### config.mk
export PLATFORM = sky130hd
export DESIGN_NAME = gerenciador_tiros
export DESIGN_NICKNAME = d
export VERILOG_FILES = /design/src/rtl/gerenciador_tiros.sv
export SDC_FILE = /design/constraint.sdc
export NUM_CORES = 1
export LEC_CHECK = 0
export CAP_MARGIN = 20
export CORE_MARGIN = 2
export CORE_UTILIZATION = 60
export DETAILED_ROUTE_END_ITERATION = 6
export MAX_ROUTING_LAYER = met4
export PLACE_DENSITY = 0.85
export SETUP_SLACK_MARGIN = 0.15
export SLEW_MARGIN = 20
export SYNTH_ARGS = -nofsm -noshare
export SYNTH_HDL_FRONTEND = slang
export SYNTH_SLANG_ARGS = --single-unit
### constraint.sdc
create_clock -name CLOCK_50 -period 11.55 [get_ports CLOCK_50]
set_input_delay 1.7325 -clock CLOCK_50 [delete_from_list [all_inputs] [get_ports CLOCK_50]]
set_output_delay 1.7325 -clock CLOCK_50 [all_outputs]
set_load 0.1 [all_outputs]
### src/rtl/gerenciador_tiros.sv
// Shot scheduler: arbitrates player/enemy fire requests onto a pool of projectile slots and tracks each slot's life.
// Grant one cycle after an eligible request; requests are level and simply wait (no grant) while ineligible or paused.
module gerenciador_tiros #(
    parameter int NUM_SLOTS      = 4,
    parameter int MAX_ALIADO     = 1,
    parameter int MAX_INIMIGO    = 3,
    parameter int TICK_DIV       = 400000,
    parameter int INICIAR_HOLD   = 400000,
    parameter int COOLDOWN_TICKS = 25,
    parameter int TIMEOUT_TICKS  = 200
) (
    input  logic                    CLOCK_50,
    input  logic                    reset,
    input  logic                    pausa,
    input  logic                    reiniciarJogo,
    input  logic                    req_aliado,
    input  logic                    req_inimigo,
    input  logic [9:0]              xi_aliado,
    input  logic [9:0]              yi_aliado,
    input  logic [9:0]              xi_inimigo,
    input  logic [9:0]              yi_inimigo,
    input  logic [NUM_SLOTS-1:0]    slot_bateu,
    output logic [NUM_SLOTS-1:0]    slot_iniciar,
    output logic [NUM_SLOTS-1:0]    slot_ehAliada,
    output logic [10*NUM_SLOTS-1:0] slot_xi,
    output logic [10*NUM_SLOTS-1:0] slot_yi,
    output logic [NUM_SLOTS-1:0]    slot_ocupado,
    output logic                    aceito_aliado,
    output logic                    aceito_inimigo,
    output logic                    tick
);
    localparam int TW = $clog2(TICK_DIV + 1);
    localparam int HW = $clog2(INICIAR_HOLD + 1);
    localparam int FW = $clog2(TIMEOUT_TICKS + 1);
    localparam int CW = $clog2(COOLDOWN_TICKS + 1);
    localparam int IW = (NUM_SLOTS > 1) ? $clog2(NUM_SLOTS) : 1;

    typedef enum logic [1:0] {LIVRE, LANCANDO, VOANDO} estado_t;

    estado_t                 est_q  [NUM_SLOTS];
    estado_t                 est_d  [NUM_SLOTS];
    logic [HW-1:0]           hold_q [NUM_SLOTS];
    logic [HW-1:0]           hold_d [NUM_SLOTS];
    logic [FW-1:0]           voo_q  [NUM_SLOTS];
    logic [FW-1:0]           voo_d  [NUM_SLOTS];
    logic [NUM_SLOTS-1:0]    pend_q, pend_d;
    logic [NUM_SLOTS-1:0]    bateu_prev_q;
    logic [NUM_SLOTS-1:0]    ehal_q, ehal_d;
    logic [10*NUM_SLOTS-1:0] xi_q, xi_d, yi_q, yi_d;
    logic [TW-1:0]           tick_cnt_q, tick_cnt_d;
    logic [CW-1:0]           cool_q, cool_d;
    logic                    rr_ultimo_q, rr_ultimo_d;   // 1 = last grant went to the player
    logic                    aceito_al_q, aceito_in_q;

    logic [3:0]    n_al, n_in;
    logic          livre_any, tick_en;
    logic [IW-1:0] idx;
    logic          ok_al, ok_in, gnt_al, gnt_in;

    always_comb begin
        n_al      = '0;
        n_in      = '0;
        livre_any = 1'b0;
        idx       = '0;
        for (int k = 0; k < NUM_SLOTS; k++) begin
            if (est_q[k] != LIVRE) begin
                if (ehal_q[k]) n_al = n_al + 4'd1;
                else           n_in = n_in + 4'd1;
            end
        end
        for (int k = NUM_SLOTS - 1; k >= 0; k--) begin
            if (est_q[k] == LIVRE) begin
                livre_any = 1'b1;
                idx       = IW'(k);
            end
        end
        tick_en = !pausa && !reiniciarJogo && (tick_cnt_q == TW'(TICK_DIV - 1));
        ok_al   = req_aliado && (cool_q == '0) && (n_al < 4'(MAX_ALIADO)) && livre_any
                  && !pausa && !reiniciarJogo;
        ok_in   = req_inimigo && (n_in < 4'(MAX_INIMIGO)) && livre_any
                  && !pausa && !reiniciarJogo;
        gnt_al  = ok_al && (!ok_in || !rr_ultimo_q);
        gnt_in  = ok_in && !gnt_al;
    end

    always_comb begin
        logic sobe;
        logic hit;
        ehal_d = ehal_q;
        xi_d   = xi_q;
        yi_d   = yi_q;
        pend_d = pend_q;
        for (int k = 0; k < NUM_SLOTS; k++) begin
            est_d[k]  = est_q[k];
            hold_d[k] = hold_q[k];
            voo_d[k]  = voo_q[k];
            // bateu stays high until relaunch, so only a rising edge is an impact
            sobe = slot_bateu[k] & ~bateu_prev_q[k];
            hit  = pend_q[k] | sobe;
            if (reiniciarJogo) begin
                est_d[k]        = LIVRE;
                hold_d[k]       = '0;
                voo_d[k]        = '0;
                pend_d[k]       = 1'b0;
                ehal_d[k]       = 1'b0;
                xi_d[10*k +: 10] = '0;
                yi_d[10*k +: 10] = '0;
            end else begin
                case (est_q[k])
                    LANCANDO: begin
                        pend_d[k] = 1'b0;
                        if (!pausa) begin
                            if (hold_q[k] == HW'(INICIAR_HOLD - 1)) begin
                                est_d[k]  = VOANDO;
                                hold_d[k] = '0;
                            end else begin
                                hold_d[k] = hold_q[k] + HW'(1);
                            end
                        end
                    end
                    VOANDO: begin
                        pend_d[k] = hit;
                        if (!pausa) begin
                            if (hit) begin
                                est_d[k]  = LIVRE;
                                pend_d[k] = 1'b0;
                            end else if (tick_en) begin
                                if (voo_q[k] == FW'(TIMEOUT_TICKS - 1)) est_d[k] = LIVRE;
                                else voo_d[k] = voo_q[k] + FW'(1);
                            end
                        end
                    end
                    default: pend_d[k] = 1'b0;
                endcase
                if ((gnt_al || gnt_in) && (idx == IW'(k))) begin
                    est_d[k]         = LANCANDO;
                    hold_d[k]        = '0;
                    voo_d[k]         = '0;
                    pend_d[k]        = 1'b0;
                    ehal_d[k]        = gnt_al;
                    xi_d[10*k +: 10] = gnt_al ? xi_aliado : xi_inimigo;
                    yi_d[10*k +: 10] = gnt_al ? yi_aliado : yi_inimigo;
                end
            end
        end
    end

    always_comb begin
        tick_cnt_d = tick_cnt_q;
        if (reiniciarJogo) tick_cnt_d = '0;
        else if (!pausa) tick_cnt_d = (tick_cnt_q == TW'(TICK_DIV - 1)) ? '0 : tick_cnt_q + TW'(1);

        cool_d = cool_q;
        if (reiniciarJogo)                  cool_d = '0;
        else if (gnt_al)                    cool_d = CW'(COOLDOWN_TICKS);
        else if (tick_en && cool_q != '0)   cool_d = cool_q - CW'(1);

        rr_ultimo_d = rr_ultimo_q;
        if (gnt_al)      rr_ultimo_d = 1'b1;
        else if (gnt_in) rr_ultimo_d = 1'b0;
    end

    always_ff @(posedge CLOCK_50 or negedge reset) begin
        if (!reset) begin
            for (int k = 0; k < NUM_SLOTS; k++) begin
                est_q[k]  <= LIVRE;
                hold_q[k] <= '0;
                voo_q[k]  <= '0;
            end
            pend_q       <= '0;
            bateu_prev_q <= '0;
            ehal_q       <= '0;
            xi_q         <= '0;
            yi_q         <= '0;
            tick_cnt_q   <= '0;
            cool_q       <= '0;
            rr_ultimo_q  <= 1'b0;
            aceito_al_q  <= 1'b0;
            aceito_in_q  <= 1'b0;
        end else begin
            for (int k = 0; k < NUM_SLOTS; k++) begin
                est_q[k]  <= est_d[k];
                hold_q[k] <= hold_d[k];
                voo_q[k]  <= voo_d[k];
            end
            pend_q       <= pend_d;
            bateu_prev_q <= slot_bateu;
            ehal_q       <= ehal_d;
            xi_q         <= xi_d;
            yi_q         <= yi_d;
            tick_cnt_q   <= tick_cnt_d;
            cool_q       <= cool_d;
            rr_ultimo_q  <= rr_ultimo_d;
            aceito_al_q  <= gnt_al;
            aceito_in_q  <= gnt_in;
        end
    end

    always_comb begin
        for (int k = 0; k < NUM_SLOTS; k++) begin
            slot_iniciar[k] = (est_q[k] == LANCANDO);
            slot_ocupado[k] = (est_q[k] != LIVRE);
        end
    end

    assign slot_ehAliada  = ehal_q;
    assign slot_xi        = xi_q;
    assign slot_yi        = yi_q;
    assign aceito_aliado  = aceito_al_q;
    assign aceito_inimigo = aceito_in_q;
    assign tick           = tick_en;
endmodule

=== Word level (Yosys, flattened, before mapping) ===
Cells that the tools add are included.

* $add $sub $neg: 16
* Order comparisons: 2
* Eq/ne operators: 53
* Muxes and demuxes: 158
* Bitwise gates (word level): 12
* Reduce and logical (&&, ||, !) cells: 70

{| class="wikitable"
|+ Operators with widths
! operator !! count
|-
| $mux W19 || 23
|-
| $mux W8 || 28
|-
| $mux W10 || 18
|-
| $add A19 B1 Y19 const B || 5
|-
| $eq A19 B19 Y1 const B || 5
|-
| $mux W2 || 36
|-
| $mux W4 || 13
|-
| $ne A5 B5 Y1 const B || 8
|-
| $reduce_bool A3 Y1 || 13
|-
| $mux W1 || 33
|-
| $add A8 B1 Y8 const B || 4
|-
| $eq A8 B8 Y1 const B || 4
|-
| $add A4 B1 Y4 const B || 6
|-
| $ne A3 B2 Y1 const B || 8
|-
| $reduce_and A6 Y1 || 4
|-
| $reduce_and A5 Y1 || 4
|-
| $logic_and A1 B1 Y1 || 18
|-
| $reduce_bool A2 Y1 || 9
|-
| $ne A4 B2 Y1 const B || 4
|-
| $ne A4 B3 Y1 const B || 4
|-
| $ne A4 B4 Y1 const B || 4
|-
| $pmux W2 S2 || 4
|-
| $reduce_bool A4 Y1 || 4
|-
| $mux W5 || 3
|-
| 16 further kinds || 49
|}

* Register bits: 235
* Input bits: 50
* Output and inout port bits: 95
* Word-level logic and storage cells: 342

=== Logic depth before layout (Yosys ltp) ===
Gate-level depths: netlist of run 1.

* Word-level depth: 25
* Mapped depth: 22

=== Worst setup path after synthesis of run 1 ===
Ideal clock, no wire load.

* Path kind: input to output
* From: input port reiniciarJogo
* To: output port tick
* Arrival: 3.131 ns
* Required time: 9.818 ns
* Setup slack: 6.687 ns
* Cell stages on the path: 5
* Cell sequence: clkbuf_1 nor2_1 nand4_1 clkbuf_1 inv_1

* Cells in the longest elaborated chain, start to end: 3

{| class="wikitable"
|+ Ends and longest elaborated chain
! item !! RTL line !! text
|-
| start, declared || 15 || <nowiki>input logic reiniciarJogo,</nowiki>
|-
| $logic_not A1 Y1 || 77 || <nowiki>tick_en = !pausa && !reiniciarJogo && (tick_cnt_q == TW'(TICK_DIV - 1));</nowiki>
|-
| $logic_and A1 B1 Y1 (2 in a row) || 77 ||
|-
| end, declared || 30 || <nowiki>output logic tick</nowiki>
|}

Every way passes these cells.

=== Final worst setup path of run 1 ===
* From: input port pausa
* To: output port tick

* Cells in the longest elaborated chain, start to end: 3

{| class="wikitable"
|+ Ends and longest elaborated chain
! item !! RTL line !! text
|-
| start, declared || 14 || <nowiki>input logic pausa,</nowiki>
|-
| $logic_not A1 Y1 || -- ||
|-
| $logic_and A1 B1 Y1 (2 in a row) || 77 ||
|}

Every way passes these cells.

==> metrics, run 1 <==
cell taking the most area after synthesis dfrtp_1; ANT nets after route 0; synth cell count leaders dfrtp_1 (235), nand3_1 (148), nor2_1 (128); Crit Path Max Fanout 13; CP Class input port to output port; Slew HR 29.9%; Slew Limit Fails 0; Worst setup EP type output port; IO Count 145; CP startpoint pausa; Mean Syn Cell Area 9.19 sq um; total number of yosys warnings 0; Worst Path Arrival 4.91 ns; # rows 53; Sink Count 235; vias post-DR 11170; CTS tree built; GPL Wtd Cong 0.899; worst-case clock buffer depth 3; Syn Std Cell Area 12800 sq um; GRT overflow 0; DIE AREA 22600 sq um; fin crit share 57.5%; sequential area share after synthesis 45.8%; minimum clock period 6.64 ns; Fin. Hold Viols 0; number of global-route vias before repair 11157; Place WS 4.98 ns; input/output buffers 144; ys flop type dfrtp_1; largest net degree at the start of global routing 91; layout cell share with drive strength beyond 1 6.86%; Power Density 144 nW/um^2; Setup WS post-layout 4.91 ns; cts repair resizes 0; postcts setup bufs 0; Detailed Place HPWL 22200 um; # setup viols final 0; first-pass GRT wire length 55600 um; Clk Latency, worst-skew pair 0.55 ns; CP Data Required Time 9.82 ns; most common cell in the netlist dfrtp_1; DRT Pass-1 Iters 6; Peak Freq 0.151 GHz; synth unique cells 81; Area contributors post-synth dfrtp_1 (46%), nand3_1 (5.8%), nor2_1 (3.7%); RSZ-0062 raised after global routing false; Initial Util 61.0%; die width 150 um; filler cell count 1462; critical path startpoint category input port; clock tree root buffer cell clkbuf_16; CTS clk-pin slew, worst paths 0.06 ns; Net Count, Synth 1462; core footprint 21000 sq um; Layout area overhead 18.8%; htree depth 1; status finished clean; Post-Syn Instances 1396; Antenna diodes 0; initial antenna violation count 0; CTS hold repair buffers 0; Die Ht 150 um; worst slew pin tran 1.05 ns; max-cap check violation count 0; min-delay src slot_xi[39]; Via density 6.23; Remaining DRCs 0; worst vdd ir 0.151 mV; GRT Total Usage 31.4%; worst r2r src est_q[6]; total negative setup slack 0 ns; final WL 34000 um; CTS Buf Count 27; Layout Nets 1565; skew final 0.0221 ns; Post-synth ARST share 100%; FF+latch count, synth 235; Pleak 6.81 nW; top cell type's share of synthesized area 45.8%; Starting DRT DRC Count 819; Routed WL per cell 19.0 um; number of synthesized flops with an enable pin 0; Core Util, Final 72.5%; worst min-delay path category flip-flop to flip-flop
==> cell families (layout without fill, tap and decap cells) <==
group / after synthesis / after routing / synth area share (%)
compound gates: 266 / 266 / 13.4
fa+ha+maj: 16 / 16 / 1.56
xor+xnor: 53 / 53 / 3.62
buf+inv: 128 / 249 / 4.58
mux: 60 / 60 / 5.01
simple gates: 638 / 638 / 26.0
flops: 235 / 235 / 45.8
==> state kept, by name (all words and copies together) (netlist names), 4 cells and up <==
signal and flops:
slot_xi 40, bateu_prev_q 4, slot_ehAliada 4, tick_cnt_q 19, est_q 8, voo_q 32, hold_q 76, slot_yi 40
pend_q 4, cool_q 5
==> cell type report <==
type / instances / area (sq um) / area share, %
clock inverter: 10 / 171 / 1.12
timing repair buffer: 156 / 1530 / 10.0
multi-input combinational: 1033 / 6360 / 41.7
tap: 275 / 344 / 2.26
inverter: 46 / 178 / 1.17
sequential: 235 / 5880 / 38.6
clock buffer: 37 / 773 / 5.07
==> worst max-delay path, stage by stage <==
cell	delay [ns]
clkdlybuf4s50_1	0.68
nor2_1	0.55
nand4_1	0.63
inv_1	0.16
clkdlybuf4s50_1	1.15
==> where the power goes <==
part / total (mW) / internal, mW / leakage, nW / switching (mW)
combinational: 0.404 / 0.100 / 3.11 / 0.304
clock: 0.908 / 0.558 / 0.469 / 0.350
sequential: 0.876 / 0.852 / 3.23 / 0.0236
==> stage by stage <==
step	area, sq um	instances	total power [mW]	hold slack [ns]
2_1_floorplan	12800	1396	1.17	0.463
3_3_place_gp	14300	1745	1.28	0.469
4_1_cts	15200	1792	2.19	0.490
6_report	15200	1792	2.19	0.488
5_1_grt	15200	1792	2.25	0.515
3_5_place_dp	14300	1745	1.29	0.478
==> cell usage in the layout, fill, tap and decap left out, drive strengths merged, types with 5 or more instances in the layout <==
cell	synthesis	final
mux2i	47	47
nand3	148	148
nor2	130	130
xnor2	12	12
a211o	17	17
ha	16	16
xor2	41	41
o21ai	92	92
a21oi	63	63
a22oi	5	5
and2	30	30
and4	6	6
a31oi	9	9
nand2	107	107
clkdlybuf4s50	0	142
nor2b	37	37
nand2b	12	12
or3	13	13
nor4b	5	5
o21a	6	6
and3	38	38
nor4	22	22
clkinv	1	5
buf	36	14
nand4	33	33
nor3	26	26
nand3b	15	15
inv	45	47
o211ai	27	27
clkbuf	46	37
dfrtp	235	235
mux2	13	13
==> per-layer routing <==
layer	GRT usage (%)	routed length (um)	part of all wire [%]	vias to the layer above
met3	6.45	2660	7.8	94
met2	51.5	16400	48	443
met5	-	0	0	-
met4	11.5	1130	3.3	0
li1	-	-	-	5184
met1	38.6	13800	41	5449
==> worst paths after layout <==
kind | end | slack (ns) | cells past startpoint
max | tick | 4.91 | 5
min | slot_xi[39] | 0.49 | 1
max reg2reg | slot_xi[6] | 6.58 | 18
min reg2reg | slot_xi[39] | 0.49 | 1
max in group asynchronous | rr_ultimo_q | 8.97 | 2
min in group asynchronous | hold_q[71] | 1.16 | 1
No activity file was read; power rests on OpenSTA's default activity.
==> run 2, diff against run 1 <==
Settings changed: CORE_UTILIZATION 60 to 52, PLACE_DENSITY 0.85 to 0.79.
Clock period 11.55 ns to 5.8 ns, I/O delays scaled along.
==> metrics, run 2 (synthesis results as in run 1) <==
status finished clean; Crit Path Max Fanout 23; CP Class flip-flop to flip-flop; Place WS 1.08 ns; minimum clock period 4.83 ns; GPL Wtd Cong 0.961; worst min-delay path category input port to async pin; GRT overflow 0; crit-path most repeated cell ha_1; worst path bufs/invs 2; DRT Pass-1 Iters 5; RSZ-0062 raised after global routing false; CTS hold repair buffers 0; layout cell share with drive strength beyond 1 7.16%; Starting DRT DRC Count 941; Pwr Total 4.30 mW; filler cell count 2007; Via density 6.03; worst slew pin tran 1.05 ns; clock tree root buffer cell clkbuf_16; worst r2r src est_q[6]; worst-case clock buffer depth 3; Top reg by flops hold_q; Power Density 280 nW/um^2; commonest cells after routing, fill and taps aside dfrtp_1 (235), nand3_1 (148), clkdlybuf4s50_1 (141); Slew Limit Fails 0; first-pass GRT wire length 56000 um; Pleak 6.82 nW; ANT nets after route 0; Layout Nets 1570; cts repair resizes 0; Routed WL per cell 18.6 um; Detailed Place HPWL 22700 um; most common cell after layout, fill and taps aside dfrtp_1; skew final 0.0156 ns; CP Data Required Time 6.24 ns; die width 161 um; GRT Total Usage 27.0%; final WL 34300 um; # rows 57; Setup WS post-layout 0.969 ns; Remaining DRCs 0; number of flip-flops in the largest register 76; htree depth 1; CP Cell Sequence o21ai_1, inv_1, ha_1, o21ai_0, o21a_4, clkinv_4, ha_1, nand2_1, o21ai_0, ha_1, o211ai_1, xor2_1, a311oi_1, o31a_1, o21ai_2, nand2_1, a21oi_1; Layout area overhead 19.5%; vias post-DR 11141; Fin. Hold Viols 0; DRT met1 WL 14900 um; met3 routed WL 2470 um; Slew HR 29.8%; flop2flop setup slack 0.97 ns; CTS tree built; largest net degree at the start of global routing 158; CTS clk-pin slew, worst paths 0.06 ns; core footprint 24200 sq um; IO Count 145; critical path startpoint category flip-flop; critical path's slowest cell o21ai_2; Antenna diodes 0; # setup viols final 0; Top Layer Used met4; Worst setup EP type flip-flop; CTS Buf Count 26; Peak Freq 0.207 GHz; input/output buffers 144; total negative setup slack 0 ns; routed wl met2 15900 um; worst vdd ir 0.197 mV; Die Ht 161 um; postcts setup bufs 0; fin crit share 83.3%; number of global-route vias before repair 10823; Initial Util 52.9%; Clk Latency, worst-skew pair 0.54 ns; DIE AREA 25900 sq um; Worst Path Arrival 5.27 ns; initial antenna violation count 0; Worst path max stage delay 0.82 ns; Worst Reg2Reg Path Length in Cells 17; Critical R2R Capture hold_q[3]; crit-path leading delay family compound AO/OA/AOI/OAI gates; max-cap check violation count 0; Sink Count 235
-- run 2: layout make-up --
cell class	instances	area [sq um]	share of cell area (%)
timing repair buffer	162	1590	10.4
multi-input combinational	1033	6360	41.5
tap	324	405	2.65
inverter	46	178	1.16
clock inverter	7	130	0.849
sequential	235	5880	38.4
clock buffer	40	783	5.11
-- run 2: layer usage --
layer	track usage (%)	vias up
met5	-	-
met4	9.05	0
met3	4.67	64
met2	42.2	410
met1	36.1	5466
li1	-	5201
-- run 2: through the flow --
| step | std cells | hold WS [ns] | util, % | instance area [sq um] |
|---|---|---|---|---|
| after floorplan | 1396 | 0.463 | - | 12800 |
| after global placement | 1800 | 0.469 | 59.4 | 14400 |
| after detailed placement | 1800 | 0.483 | 59.4 | 14400 |
| after CTS | 1847 | 0.319 | 63.2 | 15300 |
| after global routing | 1847 | 0.332 | 63.2 | 15300 |
| final | 1847 | 0.290 | 63.2 | 15300 |
-- run 2: how the worst max path moves through the flow --
| stage | start | endpoint | slack [ns] | depth (start not counted) |
|---|---|---|---|---|
| finish | est_q[6] | hold_q[3] | 0.97 | 17 |
| global route | est_q[6] | hold_q[3] | 0.60 | 17 |
| CTS | est_q[6] | slot_xi[30] | 1.05 | 18 |
| detailed placement | est_q[6] | slot_xi[30] | 1.08 | 18 |
| global placement | est_q[6] | slot_xi[39] | 1.28 | 18 |
| floorplan | slot_ehAliada[0] | slot_xi[16] | 1.63 | 19 |
-- run 2: worst register-to-register path, cell delays in order, from the launching register on --
cell      delay [ns]
dfrtp_1         0.45
o21ai_1         0.23
inv_1           0.07
ha_1            0.26
o21ai_0         0.10
o21a_4          0.22
clkinv_4        0.08
ha_1            0.32
nand2_1         0.07
o21ai_0         0.09
ha_1            0.22
o211ai_1        0.13
xor2_1          0.23
a311oi_1        0.10
o31a_1          0.27
o21ai_2         0.82
nand2_1         0.75
a21oi_1         0.32
-- run 2: where the power goes --
| part | switching, mW | total [mW] | leakage [nW] | internal [mW] |
|---|---|---|---|---|
| combinational | 0.603 | 0.807 | 3.15 | 0.203 |
| sequential | 0.0476 | 1.74 | 3.23 | 1.70 |
| clock | 0.683 | 1.75 | 0.444 | 1.06 |
